$ cat src/rtl/adder_share_ctrl.sv
// adder_share_ctrl: one SEG_W-bit adder slice shared by NUM_REQ requesters.
// A round-robin arbiter grants one requester at a time. Each granted add or
// sub is worked through LSB segment first, keeping the carry in a register
// between segments, and the result is held until the owner takes it.
//
// state | meaning
// IDLE  | arbitrating; o_req_ready one-hot to the round-robin winner
// CALC  | adding one segment per cycle, carry held in r_carry
// RESP  | result valid to owner r_id, held until i_rsp_ready[r_id]
module adder_share_ctrl #(
  parameter int NUM_REQ = 4,
  parameter int DATA_W  = 32,
  parameter int SEG_W   = 8
) (
  input  logic                        i_clk,
  input  logic                        i_rst_n,
  input  logic [NUM_REQ-1:0]          i_req_valid,
  input  logic [NUM_REQ-1:0]          i_req_sub,
  input  logic [NUM_REQ*DATA_W-1:0]   i_req_a,
  input  logic [NUM_REQ*DATA_W-1:0]   i_req_b,
  output logic [NUM_REQ-1:0]          o_req_ready,
  output logic [NUM_REQ-1:0]          o_rsp_valid,
  input  logic [NUM_REQ-1:0]          i_rsp_ready,
  output logic [DATA_W-1:0]           o_rsp_data,
  output logic                        o_rsp_carry,
  output logic                        o_busy
);

  localparam int NSEG  = DATA_W / SEG_W;
  localparam int CNT_W = (NSEG > 1) ? $clog2(NSEG) : 1;
  localparam int PTR_W = $clog2(NUM_REQ);

  // Parameter sanity: a partial last segment or a single requester is not supported.
  if ((DATA_W % SEG_W) != 0) begin : g_bad_seg
    $error("adder_share_ctrl: DATA_W must be a multiple of SEG_W");
  end
  if (NUM_REQ < 2) begin : g_bad_req
    $error("adder_share_ctrl: NUM_REQ must be at least 2");
  end

  typedef enum logic [1:0] {
    S_IDLE = 2'd0,
    S_CALC = 2'd1,
    S_RESP = 2'd2
  } state_t;

  state_t                        r_state;
  state_t                        w_state_nxt;
  logic [PTR_W-1:0]              r_ptr;
  logic [PTR_W-1:0]              r_id;
  logic [CNT_W-1:0]              r_cnt;
  logic                          r_carry;
  logic [NSEG-1:0][SEG_W-1:0]    r_a;
  logic [NSEG-1:0][SEG_W-1:0]    r_b;
  logic [NSEG-1:0][SEG_W-1:0]    r_result;

  logic [NUM_REQ-1:0]            w_grant;
  logic [PTR_W-1:0]              w_grant_idx;
  logic                          w_arb_found;
  logic [PTR_W:0]                w_arb_idx;
  logic                          w_accept;
  logic [PTR_W-1:0]              w_ptr_nxt;
  logic [DATA_W-1:0]             w_sel_a;
  logic [DATA_W-1:0]             w_sel_b;
  logic                          w_sel_sub;
  logic [SEG_W:0]                w_seg_sum;
  logic                          w_last_seg;
  logic                          w_rsp_hs;

  // Round-robin arbiter: first valid requester at or after r_ptr, wrapping.
  // Gated by reset so o_req_ready reads zero while reset is held.
  always_comb begin
    w_grant     = '0;
    w_grant_idx = '0;
    w_arb_found = 1'b0;
    w_arb_idx   = '0;
    if (i_rst_n && (r_state == S_IDLE)) begin
      for (int i = 0; i < NUM_REQ; i++) begin
        w_arb_idx = {1'b0, r_ptr} + (PTR_W+1)'(i);
        if (w_arb_idx >= (PTR_W+1)'(NUM_REQ)) begin
          w_arb_idx = w_arb_idx - (PTR_W+1)'(NUM_REQ);
        end
        if (!w_arb_found && i_req_valid[w_arb_idx[PTR_W-1:0]]) begin
          w_arb_found                      = 1'b1;
          w_grant_idx                      = w_arb_idx[PTR_W-1:0];
          w_grant[w_arb_idx[PTR_W-1:0]]    = 1'b1;
        end
      end
    end
  end

  assign w_accept  = w_arb_found;
  assign w_ptr_nxt = (w_grant_idx == PTR_W'(NUM_REQ-1)) ? '0 : (w_grant_idx + PTR_W'(1));

  // Operand mux: pick the winner's operands and opcode out of the packed buses.
  always_comb begin
    w_sel_a   = '0;
    w_sel_b   = '0;
    w_sel_sub = 1'b0;
    for (int i = 0; i < NUM_REQ; i++) begin
      if (w_grant_idx == PTR_W'(i)) begin
        w_sel_a   = i_req_a[i*DATA_W +: DATA_W];
        w_sel_b   = i_req_b[i*DATA_W +: DATA_W];
        w_sel_sub = i_req_sub[i];
      end
    end
  end

  // Shared slice: one segment of a + (b^mask) plus the registered carry.
  always_comb begin
    w_seg_sum = {1'b0, r_a[r_cnt]} + {1'b0, r_b[r_cnt]} + {{SEG_W{1'b0}}, r_carry};
  end

  assign w_last_seg = (r_cnt == CNT_W'(NSEG-1));
  assign w_rsp_hs   = (r_state == S_RESP) && i_rsp_ready[r_id];

  // State register.
  always_ff @(posedge i_clk or negedge i_rst_n) begin
    if (!i_rst_n) begin
      r_state <= S_IDLE;
    end else begin
      r_state <= w_state_nxt;
    end
  end

  // Next-state logic.
  always_comb begin
    w_state_nxt = r_state;
    case (r_state)
      S_IDLE: if (w_accept)   w_state_nxt = S_CALC;
      S_CALC: if (w_last_seg) w_state_nxt = S_RESP;
      S_RESP: if (w_rsp_hs)   w_state_nxt = S_IDLE;
      default:                w_state_nxt = S_IDLE;
    endcase
  end

  // Output logic: grant, owner-only result valid and busy flag.
  always_comb begin
    o_req_ready = w_grant;
    o_rsp_valid = '0;
    o_busy      = 1'b0;
    case (r_state)
      S_CALC: o_busy = 1'b1;
      S_RESP: begin
        o_busy            = 1'b1;
        o_rsp_valid[r_id] = 1'b1;
      end
      default: ;
    endcase
  end

  // Datapath: latch operands at accept, then fold one segment per CALC cycle.
  // Subtraction is a + ~b + 1, so the inverted b and carry-in of 1 are set up here.
  always_ff @(posedge i_clk or negedge i_rst_n) begin
    if (!i_rst_n) begin
      r_ptr    <= '0;
      r_id     <= '0;
      r_cnt    <= '0;
      r_carry  <= 1'b0;
      r_a      <= '0;
      r_b      <= '0;
      r_result <= '0;
    end else begin
      case (r_state)
        S_IDLE: begin
          if (w_accept) begin
            r_a     <= w_sel_a;
            r_b     <= w_sel_b ^ {DATA_W{w_sel_sub}};
            r_carry <= w_sel_sub;
            r_id    <= w_grant_idx;
            r_ptr   <= w_ptr_nxt;
            r_cnt   <= '0;
          end
        end
        S_CALC: begin
          r_result[r_cnt] <= w_seg_sum[SEG_W-1:0];
          r_carry         <= w_seg_sum[SEG_W];
          r_cnt           <= w_last_seg ? '0 : (r_cnt + CNT_W'(1));
        end
        default: ;
      endcase
    end
  end

  assign o_rsp_data  = r_result;
  assign o_rsp_carry = r_carry;

endmodule
$ cat config.mk
export PLATFORM = sky130hd
export DESIGN_NAME = adder_share_ctrl
export DESIGN_NICKNAME = d
export VERILOG_FILES = /design/src/rtl/adder_share_ctrl.sv
export SDC_FILE = /design/constraint.sdc
export NUM_CORES = 1
export LEC_CHECK = 0
export BUFFER_PORTS_ARGS = -buffer_cell sky130_fd_sc_hd__buf_2
export CAP_MARGIN = 20
export CORE_MARGIN = 2
export CORE_UTILIZATION = 54
export CTS_CLUSTER_DIAMETER = 200
export DETAILED_ROUTE_END_ITERATION = 7
export GPL_ROUTABILITY_DRIVEN = 0
export HOLD_SLACK_MARGIN = 0.15
export PLACE_DENSITY = 0.88
export SLEW_MARGIN = 10
export SYNTH_ARGS = -nofsm -noshare
export SYNTH_HDL_FRONTEND = slang
export SYNTH_SLANG_ARGS = --single-unit
$ cat constraint.sdc
create_clock -name i_clk -period 7.8 [get_ports i_clk]
set_input_delay 0.78 -clock i_clk [delete_from_list [all_inputs] [get_ports i_clk]]
set_output_delay 0.78 -clock i_clk [all_outputs]
set_load 0.01 [all_outputs]
==> key figures, run 1 <==
Timing
  – Final Max Slew Viols: 0
  – Setup TNS: 0 ns
  – Highest clock rate: approximately 220 MHz
  – Tcrit/Tclk final: between 50 and 60%
  – RSZ-0062 raised after global routing: no
  – Finish-stage setup viols: 0
  – Actual slew at the worst max-slew pin: between 0.9 and 1 ns
  – Hold Fails Final Rpt: 0
  – Worst slew margin relative to its limit: 35.2%
  – Hold_ws: 0.436 ns
  – Fin crit period: 4.53 ns
  – Setup Skew: between 0.01 and 0.015 ns

Synth
  – Number of synthesized flops with an enable pin: 0
  – Post-Synth Simple-Gate Area: between 10 and 15%
  – Mapped cell area: 0.00789 mm2
  – Largest cells by area after synthesis: dfrtp_1 33%, a21oi_1 8.6%, nand2_1 7.5%, mux4_2 5.1%, o21ai_0 4.6%
  – Xor/xnor share of the synthesized area: between 3 and 4%
  – Syn Inst Count: between 900 and 1k
  – Ys async rst share: 100%
  – Synth Register Bits: approximately 110
  – Synth Area in Compound Gates: 27.4%
  – Top-area cell type share of the netlist area: between 30% and 40%
  – Post-synthesis cell type count: 54
  – Area leader, netlist: dfrtp_1
  – Most used DFF post-synth: dfrtp_1
  – Main combinational cell family by area after synthesis: compound AO/OA/AOI/OAI gates
  – Synthesized-area fraction occupied by adder cells: under 10%
  – Mux share of post-synthesis cell area: under 10%
  – Seq/Total Area, Yosys: roughly a third
  – Yosys warns: 0
  – Synthesized Nets: ~1.2k
  – Syn avg cell area: roughly 8.3 um2

Clock tree
  – CTS Hold Bufs: 0
  – CTS Root Cell: clkbuf_16
  – # clock sinks: about 110
  – PostCTS Resize Cnt: 0
  – Clk slew on worst S/H paths: around 0.07 ns
  – TritonCTS clock tree: done
  – Htree depth: 3
  – Post-CTS Setup Bufs: 0
  – CTS Buf Count: 9
  – Worst skew pair latency: roughly 0.34 ns
  – Clock buffer depth: 2

Detailed routing
  – Antenna Nets Post-Route: 0
  – Per-cell routed wire length: 17.1 um
  – DRT Wirelength: 23.9 mm
  – Vias after detailed routing: between 7k and 8k
  – Vias per Instance: 5.71
  – DRC: 0
  – DRT iter0 DRCs: 796
  – Pre-Repair DR Iteration Count: 5

Cells and area
  – Final core occ: roughly two thirds
  – Most common cell after layout, fill and taps aside: buf_2
  – Nets: ~1.5k
  – Area delta synth->final: 23.4%
  – Most frequent cells in the layout: 310 x buf_2, 157 x nand2_1, 134 x a21oi_1, 105 x dfrtp_1, 72 x o21ai_0
  – Share of layout cells above drive strength 1: roughly a third
  – Final instance area: approximately 0.0097 mm2

Critical path
  – Critical path arrival: approximately 4.8 ns
  – Critical path class: flop to flop
  – Setup crit start kind: flop
  – CP Max Fanout: 84
  – Setup crit end kind: flop
  – Required @ worst endpoint: between 8 and 9 ns

Power
  – Peak VDD IR: approximately 0.21 mV
  – Sw Share: between 40% and 50%
  – Pint: 0.00210 W
  – Clock power frac: between 10 and 15%
  – Total Power: 0.00389 W
  – PD cells: between 300 and 400 mW/mm2
  – Sw Pwr: ~0.0018 W
  – Combinational share of power: a little over three fifths
  – Static leakage: 4.57 nW
  – Share of power burned in registers: 25.7%

Global routing
  – Largest net degree at the start of global routing: 85
  – GR Layer Usage met1: 39.7%
  – First-pass GRT wire length: 37.4 mm
  – Initial antenna violation count: 7
  – M3 GR Usage: 3.99%
  – Congestion Overflow GR: 0
  – GR Util met2: ~49%
  – Gr busiest metal: met2
  – Total Routing Usage GR: between 20% and 30%
  – Vias in the first global route: ~7.4k

Die
  – Initial Utilization: a little over half
  – DIE AREA: approximately 0.016 mm2
  – Row Count: 44
  – Io pins: 312
  – Die H: about 120 um
  – Die X: about 120 um
  – Core Box Area: around 0.014 mm2

Flow run
  – MaxCap Viol Count: 0

Hold path
  – Hold WC Path Type: input port to asynchronous set/reset pin

Place
  – Port buffer count: around 310
  – Post-DP HPWL: roughly 18 mm
  – Area after DPL: ~0.0094 mm2

Status
  – Run status: finished, final reports clean
==> synthesized netlist by cell type (all sizes together) (2+ instances only) <==
| cell type | count |
|---|---|
| mux4 | 18 |
| or4 | 4 |
| o211ai | 33 |
| nand3b | 32 |
| clkbuf | 31 |
| nor2b | 5 |
| ha | 27 |
| o21ai | 87 |
| o311ai | 4 |
| xnor2 | 35 |
| mux2 | 15 |
| fa | 2 |
| nor3 | 12 |
| nand2 | 157 |
| o31ai | 5 |
| dfrtp | 105 |
| nand3 | 5 |
| buf | 50 |
| nor2 | 16 |
| inv | 51 |
| a22o | 5 |
| a22oi | 33 |
| or3 | 2 |
| nor3b | 3 |
| mux2i | 10 |
| nand2b | 5 |
| a21o | 4 |
| a21oi | 135 |
| a221oi | 6 |
| o21a | 31 |
| o2bb2ai | 4 |
==> worst max-delay path: stages, from the launching register on <==
cell	delay (ns)
dfrtp_1	0.66
inv_1	0.25
ha_1	0.51
nor2b_1	0.10
a22o_1	0.21
a311oi_1	0.26
nand3_1	0.24
inv_1	0.23
ha_4	0.66
o21ai_1	0.23
a22oi_4	0.17
buf_4	0.50
xnor2_1	0.14
o21ai_0	0.23
==> sequential cells by signal (all words and copies together) (netlist names) <==
signal / flops
o_rsp_data: 32
r_a: 32
r_b: 32
r_cnt: 2
r_id: 2
r_ptr: 2
r_state: 2
o_rsp_carry: 1
==> cells by family (layout without fill, tap and decap cells) <==
group           after synthesis  count (layout)
flops                       105             105
buf+inv                     132             387
compound gates              356             356
fa+ha+maj                    29              29
xor+xnor                     35              35
other cells                   0               7
mux                          43              43
simple gates                247             247
==> power groups by stage <==
stage	combinational (W)	clock (W)	sequential (W)
floorplan	0.00180	0	0.000967
global placement	0.00232	0	0.000989
detailed placement	0.00240	0	0.00101
CTS	0.00242	0.000451	0.000997
global route	0.00270	0.000473	0.00103
finish	0.00244	0.000446	0.00100
==> through the flow <==
step	std cells	setup slack, ns
CTS	1385	3.33
detailed placement	1369	3.21
global placement	1369	3.35
finish	1393	3.27
floorplan	947	4.62
global route	1393	2.88
==> path summary, 6_finish.rpt <==
check | from | to | slack [ns] | depth (start not counted)
max | r_ptr[0] | r_b[18] | 3.27 | 13
min | i_rst_n | r_ptr[0] | 0.44 | 1
min in group i_clk | o_rsp_data[22] | o_rsp_data[22] | 0.48 | 2
max in group asynchronous | i_rst_n | r_a[15] | 6.18 | 2
min reg2reg | o_rsp_data[22] | o_rsp_data[22] | 0.48 | 2
max reg2reg | r_ptr[0] | r_b[18] | 3.27 | 13
==> cell type report <==
cell class | count | area (um2)
fillers | 1252 | 4680
multi-input cells | 710 | 4750
flip-flops and latches | 105 | 2630
clock inverters | 6 | 57.6
repair buffers | 320 | 1640
clock buffers | 10 | 229
well taps | 184 | 230
inverters | 51 | 191
diodes | 7 | 17.5
==> layer usage <==
layer  vias up  wire length, um
li1       3886                -
met1      3725            10100
met2       307            11800
met3        39             1410
met4         0              603
met5         -                0
No activity file was read; power rests on OpenSTA's default activity.
==> run 2, diff against run 1 <==
- CORE_UTILIZATION: 54 -> 45
- PLACE_DENSITY: 0.88 -> 0.78
- clock period: 7.8 -> 4.02 ns (I/O delays scaled with it)
==> key figures, run 2 (synthesis results as in run 1) <==
Power
  – Sw Pwr: 0.00347 W (+93%)
  – Sw Share: 44.9% (-1.2 points)
  – PD cells: 773 mW/mm2 (+94%)
  – Combinational share of power: 63.0% (+0.2 points)
  – Peak VDD IR: 0.362 mV (+73%)
  – Clock power frac: 12.0% (+0.5 points)
  – Share of power burned in registers: 25.0% (-0.7 points)
  – Static leakage: 4.67 nW (+2.3%)
  – Pint: 0.00426 W (+100%)

Global routing
  – Initial antenna violation count: 4 (-3)
  – Largest net degree at the start of global routing: 101 (+19%)
  – Vias in the first global route: 7529 (+1.6%)
  – Congestion Overflow GR: 0 (unchanged)
  – First-pass GRT wire length: 38.7 mm (+3.4%)
  – Total Routing Usage GR: 26.6% (-2.9 points)

Timing
  – Finish-stage setup viols: 0 (unchanged)
  – Highest clock rate: 269 MHz (+22%)
  – Worst slew margin relative to its limit: 45.0% (+9.8 points)
  – Setup Skew: 0.00856 ns (-0.00206 ns)
  – Fin crit period: 3.72 ns (-0.809 ns)
  – RSZ-0062 raised after global routing: no
  – Setup TNS: 0 ns (unchanged)
  – Hold_ws: 0.351 ns (-0.0846 ns)
  – Hold Fails Final Rpt: 0 (unchanged)
  – Final Max Slew Viols: 0 (unchanged)
  – Actual slew at the worst max-slew pin: 0.825 ns (-0.147 ns)
  – Tcrit/Tclk final: 92.6% (+35 points)

Flow run
  – MaxCap Viol Count: 0 (unchanged)

Clock tree
  – CTS Buf Count: 9 (unchanged)
  – Htree depth: 3 (unchanged)
  – Clk slew on worst S/H paths: 0.07 ns (about the same)
  – CTS Root Cell: clkbuf_16
  – Clock buffer depth: 2 (unchanged)
  – # clock sinks: 105 (unchanged)
  – Worst skew pair latency: 0.35 ns (about the same)
  – Post-CTS Setup Bufs: 0 (unchanged)
  – TritonCTS clock tree: done

Critical path
  – Critical path arrival: 3.94 ns (-0.83 ns)
  – Setup crit end kind: flop
  – CP Max Fanout: 85 (+1.2%)
  – Required @ worst endpoint: 4.24 ns (-3.80 ns)
  – Setup slack, reg-to-reg: 0.30 ns (-2.97 ns)
  – Critical path class: flop to flop
  – Setup crit start kind: flop

Detailed routing
  – Antenna Nets Post-Route: 0 (unchanged)
  – Vias after detailed routing: 7917 (-0.50%)
  – DRT iter0 DRCs: 488 (-39%)
  – Pre-Repair DR Iteration Count: 5 (unchanged)
  – DRT Wirelength: 24.4 mm (+2.2%)
  – Vias per Instance: 5.48 (-4.1%)
  – DRC: 0 (unchanged)
  – Per-cell routed wire length: 16.9 um (-1.5%)

Cells and area
  – Most frequent cells in the layout: 310 x buf_2, 157 x nand2_1, 134 x a21oi_1, 104 x dfrtp_1, 72 x o21ai_0
  – Share of layout cells above drive strength 1: 32.6% (+1.1 points)
  – Number of fill cells: 1579 (+26%)
  – Most common cell after layout, fill and taps aside: buf_2
  – Area delta synth->final: 26.7%
  – Nets: 1512 (+1.1%)
  – Multi-input gate area: 0.00475 mm2 (about the same)
  – Reg area: 0.00263 mm2 (about the same)

Die
  – Initial Utilization: 45.8% (-8.9 points)
  – Row Count: 48 (+9.1%)
  – Die X: 136 um (+9.2%)
  – Core Box Area: 0.0172 mm2 (+20%)
  – Die H: 136 um (+9.2%)
  – DIE AREA: 0.0186 mm2 (+19%)
  – Io pins: 312 (unchanged)

Hold path
  – Hold WC Path Type: input port to flop

Place
  – Post-DP HPWL: 18.9 mm (+6.6%)
  – Port buffer count: 311 (unchanged)

Status
  – Run status: finished, final reports clean
==> run 2: final timing paths <==
kind / startpoint / end / cells after the start
setup / recovery: r_ptr[1] / r_b[31] / 14
hold / removal: i_req_a[127] / r_a[31] / 3
setup reg to reg: r_ptr[1] / r_b[31] / 14
hold reg to reg: o_rsp_data[30] / o_rsp_data[30] / 2
max in group asynchronous: i_rst_n / r_ptr[1] / 4
min in group asynchronous: i_rst_n / r_a[5] / 3
==> run 2: layer usage <==
layer | part of all wire [%] | vias up | routed length [um] | GRT usage [%]
met2 | 49 | 274 | 11900 | 43.5
li1 | - | 3910 | - | -
met1 | 43 | 3700 | 10600 | 36.2
met4 | 2.2 | 2 | 536 | 8.28
met3 | 5.8 | 31 | 1410 | 4.51
met5 | 0.053 | - | 13 | 0
==> run 2: timing repair <==
item                                    in CTS  in global routing
endpoints found under the hold margin        9                  0
endpoints found under the setup margin       0                 31
hold buffers                                 1                  0
gates resized for setup                      0                  2
==> run 2: power groups by stage <==
stage / Clock, W / Sequential (W) / Combinational (W)
3_5_place_dp: 0 / 0.00195 / 0.00486
3_3_place_gp: 0 / 0.00192 / 0.00475
2_1_floorplan: 0 / 0.00188 / 0.00350
6_report: 0.000924 / 0.00193 / 0.00487
4_1_cts: 0.000952 / 0.00193 / 0.00489
5_1_grt: 0.000984 / 0.00199 / 0.00548
==> run 2: area by class of cell <==
cell class	count	area share [%]
multi-input cells	710	47.5
diodes	3	0.0751
clock inverters	6	0.738
well taps	225	2.82
repair buffers	336	18.2
inverters	51	1.91
clock buffers	10	2.39
flip-flops and latches	105	26.3
==> run 2: through the flow <==
stage / area, um2 / util (%) / worst slack, ns / total power, W / instances
after floorplan: 7890 / - / 0.845 / 0.00538 / 947
final: 10000 / 58.0 / 0.296 / 0.00773 / 1446
after global routing: 10000 / 58.0 / 0.0262 / 0.00845 / 1446
after CTS: 9990 / 57.9 / 0.130 / 0.00777 / 1443
after detailed placement: 9670 / 56.1 / 0.159 / 0.00682 / 1426
after global placement: 9670 / 56.1 / 0.325 / 0.00667 / 1426
==> run 2: critical path: stages (launching register included) <==
cell and delay (ns):
dfrtp_2 0.48, inv_1 0.19, ha_2 0.46, nor2b_1 0.08, a22o_1 0.21, a311oi_1 0.26, nand3_1 0.29, inv_1 0.26
ha_4 0.21, buf_12 0.26, nor2b_1 0.11, a221o_1 0.33, a22oi_1 0.18, xnor2_1 0.14, o21ai_0 0.08
==> run 3, diff against run 2 <==
- BUFFER_PORTS_ARGS: -buffer_cell sky130_fd_sc_hd__buf_2 -> -buffer_cell sky130_fd_sc_hd__clkbuf_2
- CORE_ASPECT_RATIO: not set -> 1.25
==> key figures, run 3 (synthesis results as in run 1) <==
Status
  – Run status: finished, final reports clean

Die
  – Initial Utilization: 45.6% (-0.16 points)
  – Row Count: 54 (+13%)
  – Die H: 152 um (+11%)
  – DIE AREA: 0.0186 mm2 (about the same)
  – Core Box Area: 0.0173 mm2 (+0.35%)
  – Io pins: 312 (unchanged)
  – Die X: 122 um (-10%)

Global routing
  – M3 GR Usage: 3.30% (-1.2 points)
  – First-pass GRT wire length: 38.7 mm (about the same)
  – GR Util met2: 43.7% (+0.18 points)
  – Initial antenna violation count: 0 (-4)
  – Total Routing Usage GR: 26.0% (-0.63 points)
  – Vias in the first global route: 7634 (+1.4%)
  – Gr busiest metal: met2
  – Congestion Overflow GR: 0 (unchanged)
  – Largest net degree at the start of global routing: 69 (-32%)
  – GR Layer Usage met1: 35.4% (-0.75 points)

Detailed routing
  – Vias after detailed routing: 7895 (-0.28%)
  – Vias per Instance: 5.48 (+0.14%)
  – DRT iter0 DRCs: 568 (+16%)
  – DRT Wirelength: 24.1 mm (-1.1%)
  – DRC: 0 (unchanged)
  – Per-cell routed wire length: 16.8 um (-0.68%)
  – Pre-Repair DR Iteration Count: 6 (+1)
  – Antenna Nets Post-Route: 0 (unchanged)

Critical path
  – Critical path class: flop to flop
  – Setup crit start kind: flop
  – CP Cell Sequence: inv_1 > ha_1 > nor2b_1 > a22o_1 > a311oi_1 > nand3_1 > inv_1 > ha_4 > buf_12 > o21ai_0 > a22oi_1 > xnor2_1 > o21ai_0
  – CP top delay family: compound AO/OA/AOI/OAI gates
  – Critical path arrival: 3.89 ns (-0.05 ns)
  – Required @ worst endpoint: 4.22 ns (-0.02 ns)
  – Worst r2r dst: r_b[6]
  – Crit Reg-Reg Startpoint: r_ptr[1]
  – WP buf/inv: 3 (unchanged)
  – Setup crit end kind: flop
  – CP max stage delay: 0.48 ns (about the same)
  – CP Max Fanout: 60 (-29%)
  – Setup slack, reg-to-reg: 0.34 ns (+0.04 ns)
  – Worst reg-to-reg path cell count: 13 (-1)
  – CP max stage cell: dfrtp_2

Cells and area
  – Nets: 1510 (-0.13%)
  – Most frequent cells in the layout: 310 x clkbuf_2, 157 x nand2_1, 134 x a21oi_1, 104 x dfrtp_1, 72 x o21ai_0
  – Number of diodes: 0 (-3)
  – Most common cell after layout, fill and taps aside: clkbuf_2
  – Number of fill cells: 1655 (+4.8%)
  – Area delta synth->final: 26.2%
  – Share of layout cells above drive strength 1: 32.4% (-0.19 points)

Timing
  – Tcrit/Tclk final: 91.7% (-0.97 points)
  – Final Max Slew Viols: 0 (unchanged)
  – Setup TNS: 0 ns (unchanged)
  – Setup Skew: 0.00643 ns (-0.00214 ns)
  – Worst slew margin relative to its limit: 50.7% (+5.7 points)
  – Fin crit period: 3.68 ns (-0.0388 ns)
  – Hold Fails Final Rpt: 0 (unchanged)
  – Finish-stage setup viols: 0 (unchanged)
  – RSZ-0062 raised after global routing: no
  – Highest clock rate: 271 MHz (+1.1%)
  – Actual slew at the worst max-slew pin: 0.740 ns (-0.0852 ns)

Power
  – Peak VDD IR: 0.454 mV (+25%)
  – PD cells: 766 mW/mm2 (-0.88%)
  – Total Power: 0.00763 W (-1.3%)
  – Static leakage: 4.70 nW (+0.63%)

Clock tree
  – TritonCTS clock tree: done
  – CTS Hold Bufs: 0 (-1)
  – Post-CTS Setup Bufs: 0 (unchanged)
  – # clock sinks: 105 (unchanged)
  – Htree depth: 3 (unchanged)
  – CTS Root Cell: clkbuf_16
  – Worst skew pair latency: 0.34 ns (about the same)
  – PostCTS Resize Cnt: 0 (unchanged)
  – CTS Buf Count: 9 (unchanged)
  – Clock buffer depth: 2 (unchanged)
  – Clk slew on worst S/H paths: 0.08 ns (about the same)

Flow run
  – MaxCap Viol Count: 0 (unchanged)

Place
  – Post-DP HPWL: 18.8 mm (-0.47%)
  – Port buffer count: 311 (unchanged)

Hold path
  – Hold WC Path Type: input port to asynchronous set/reset pin
-- run 3: area by class of cell --
class                      instances  area, um2  share of cell area (%)
multi-input combinational        710       4750                    47.7
timing repair buffer             334       1820                    18.3
clock buffer                      10        229                    2.30
tap                              224        280                    2.81
sequential                       105       2630                    26.4
clock inverter                     6       58.8                   0.591
inverter                          51        191                    1.92
-- run 3: metal layers --
layer	share of wire, %	wire [um]	vias up
met1	43	10400	3682
met5	0	0	-
li1	-	-	3892
met4	1.9	467	0
met2	50	12000	289
met3	5.3	1280	32
-- run 3: worst max path at each step --
| stage | end | slack, ns | startpoint | cells past startpoint |
|---|---|---|---|---|
| global route | r_b[6] | 0.11 | r_ptr[1] | 13 |
| finish | r_b[6] | 0.34 | r_ptr[1] | 13 |
| global placement | r_b[6] | 0.38 | r_ptr[1] | 13 |
| detailed placement | r_b[6] | 0.24 | r_ptr[1] | 13 |
| floorplan | r_b[0] | 0.84 | r_ptr[1] | 17 |
| CTS | r_b[6] | 0.23 | r_ptr[1] | 13 |
-- run 3: report_power, final --
group	leakage (nW)	switching [W]	total [W]	internal (W)
registers	1.27	0.000347	0.00193	0.00158
clock network	0.139	0.000427	0.000865	0.000438
logic	3.30	0.00270	0.00484	0.00214
total	4.70	0.00348	0.00763	0.00415
-- run 3: per-stage QoR --
step	instance area, um2	cells	utilization (%)	hold WS (ns)	setup slack [ns]
floorplan	7890	947	-	0.106	0.845
global placement	9670	1424	55.9	0.458	0.375
detailed placement	9670	1424	55.9	0.467	0.237
CTS	9960	1440	57.6	0.200	0.231
global route	9960	1440	57.6	0.242	0.110
finish	9960	1440	57.6	0.180	0.335
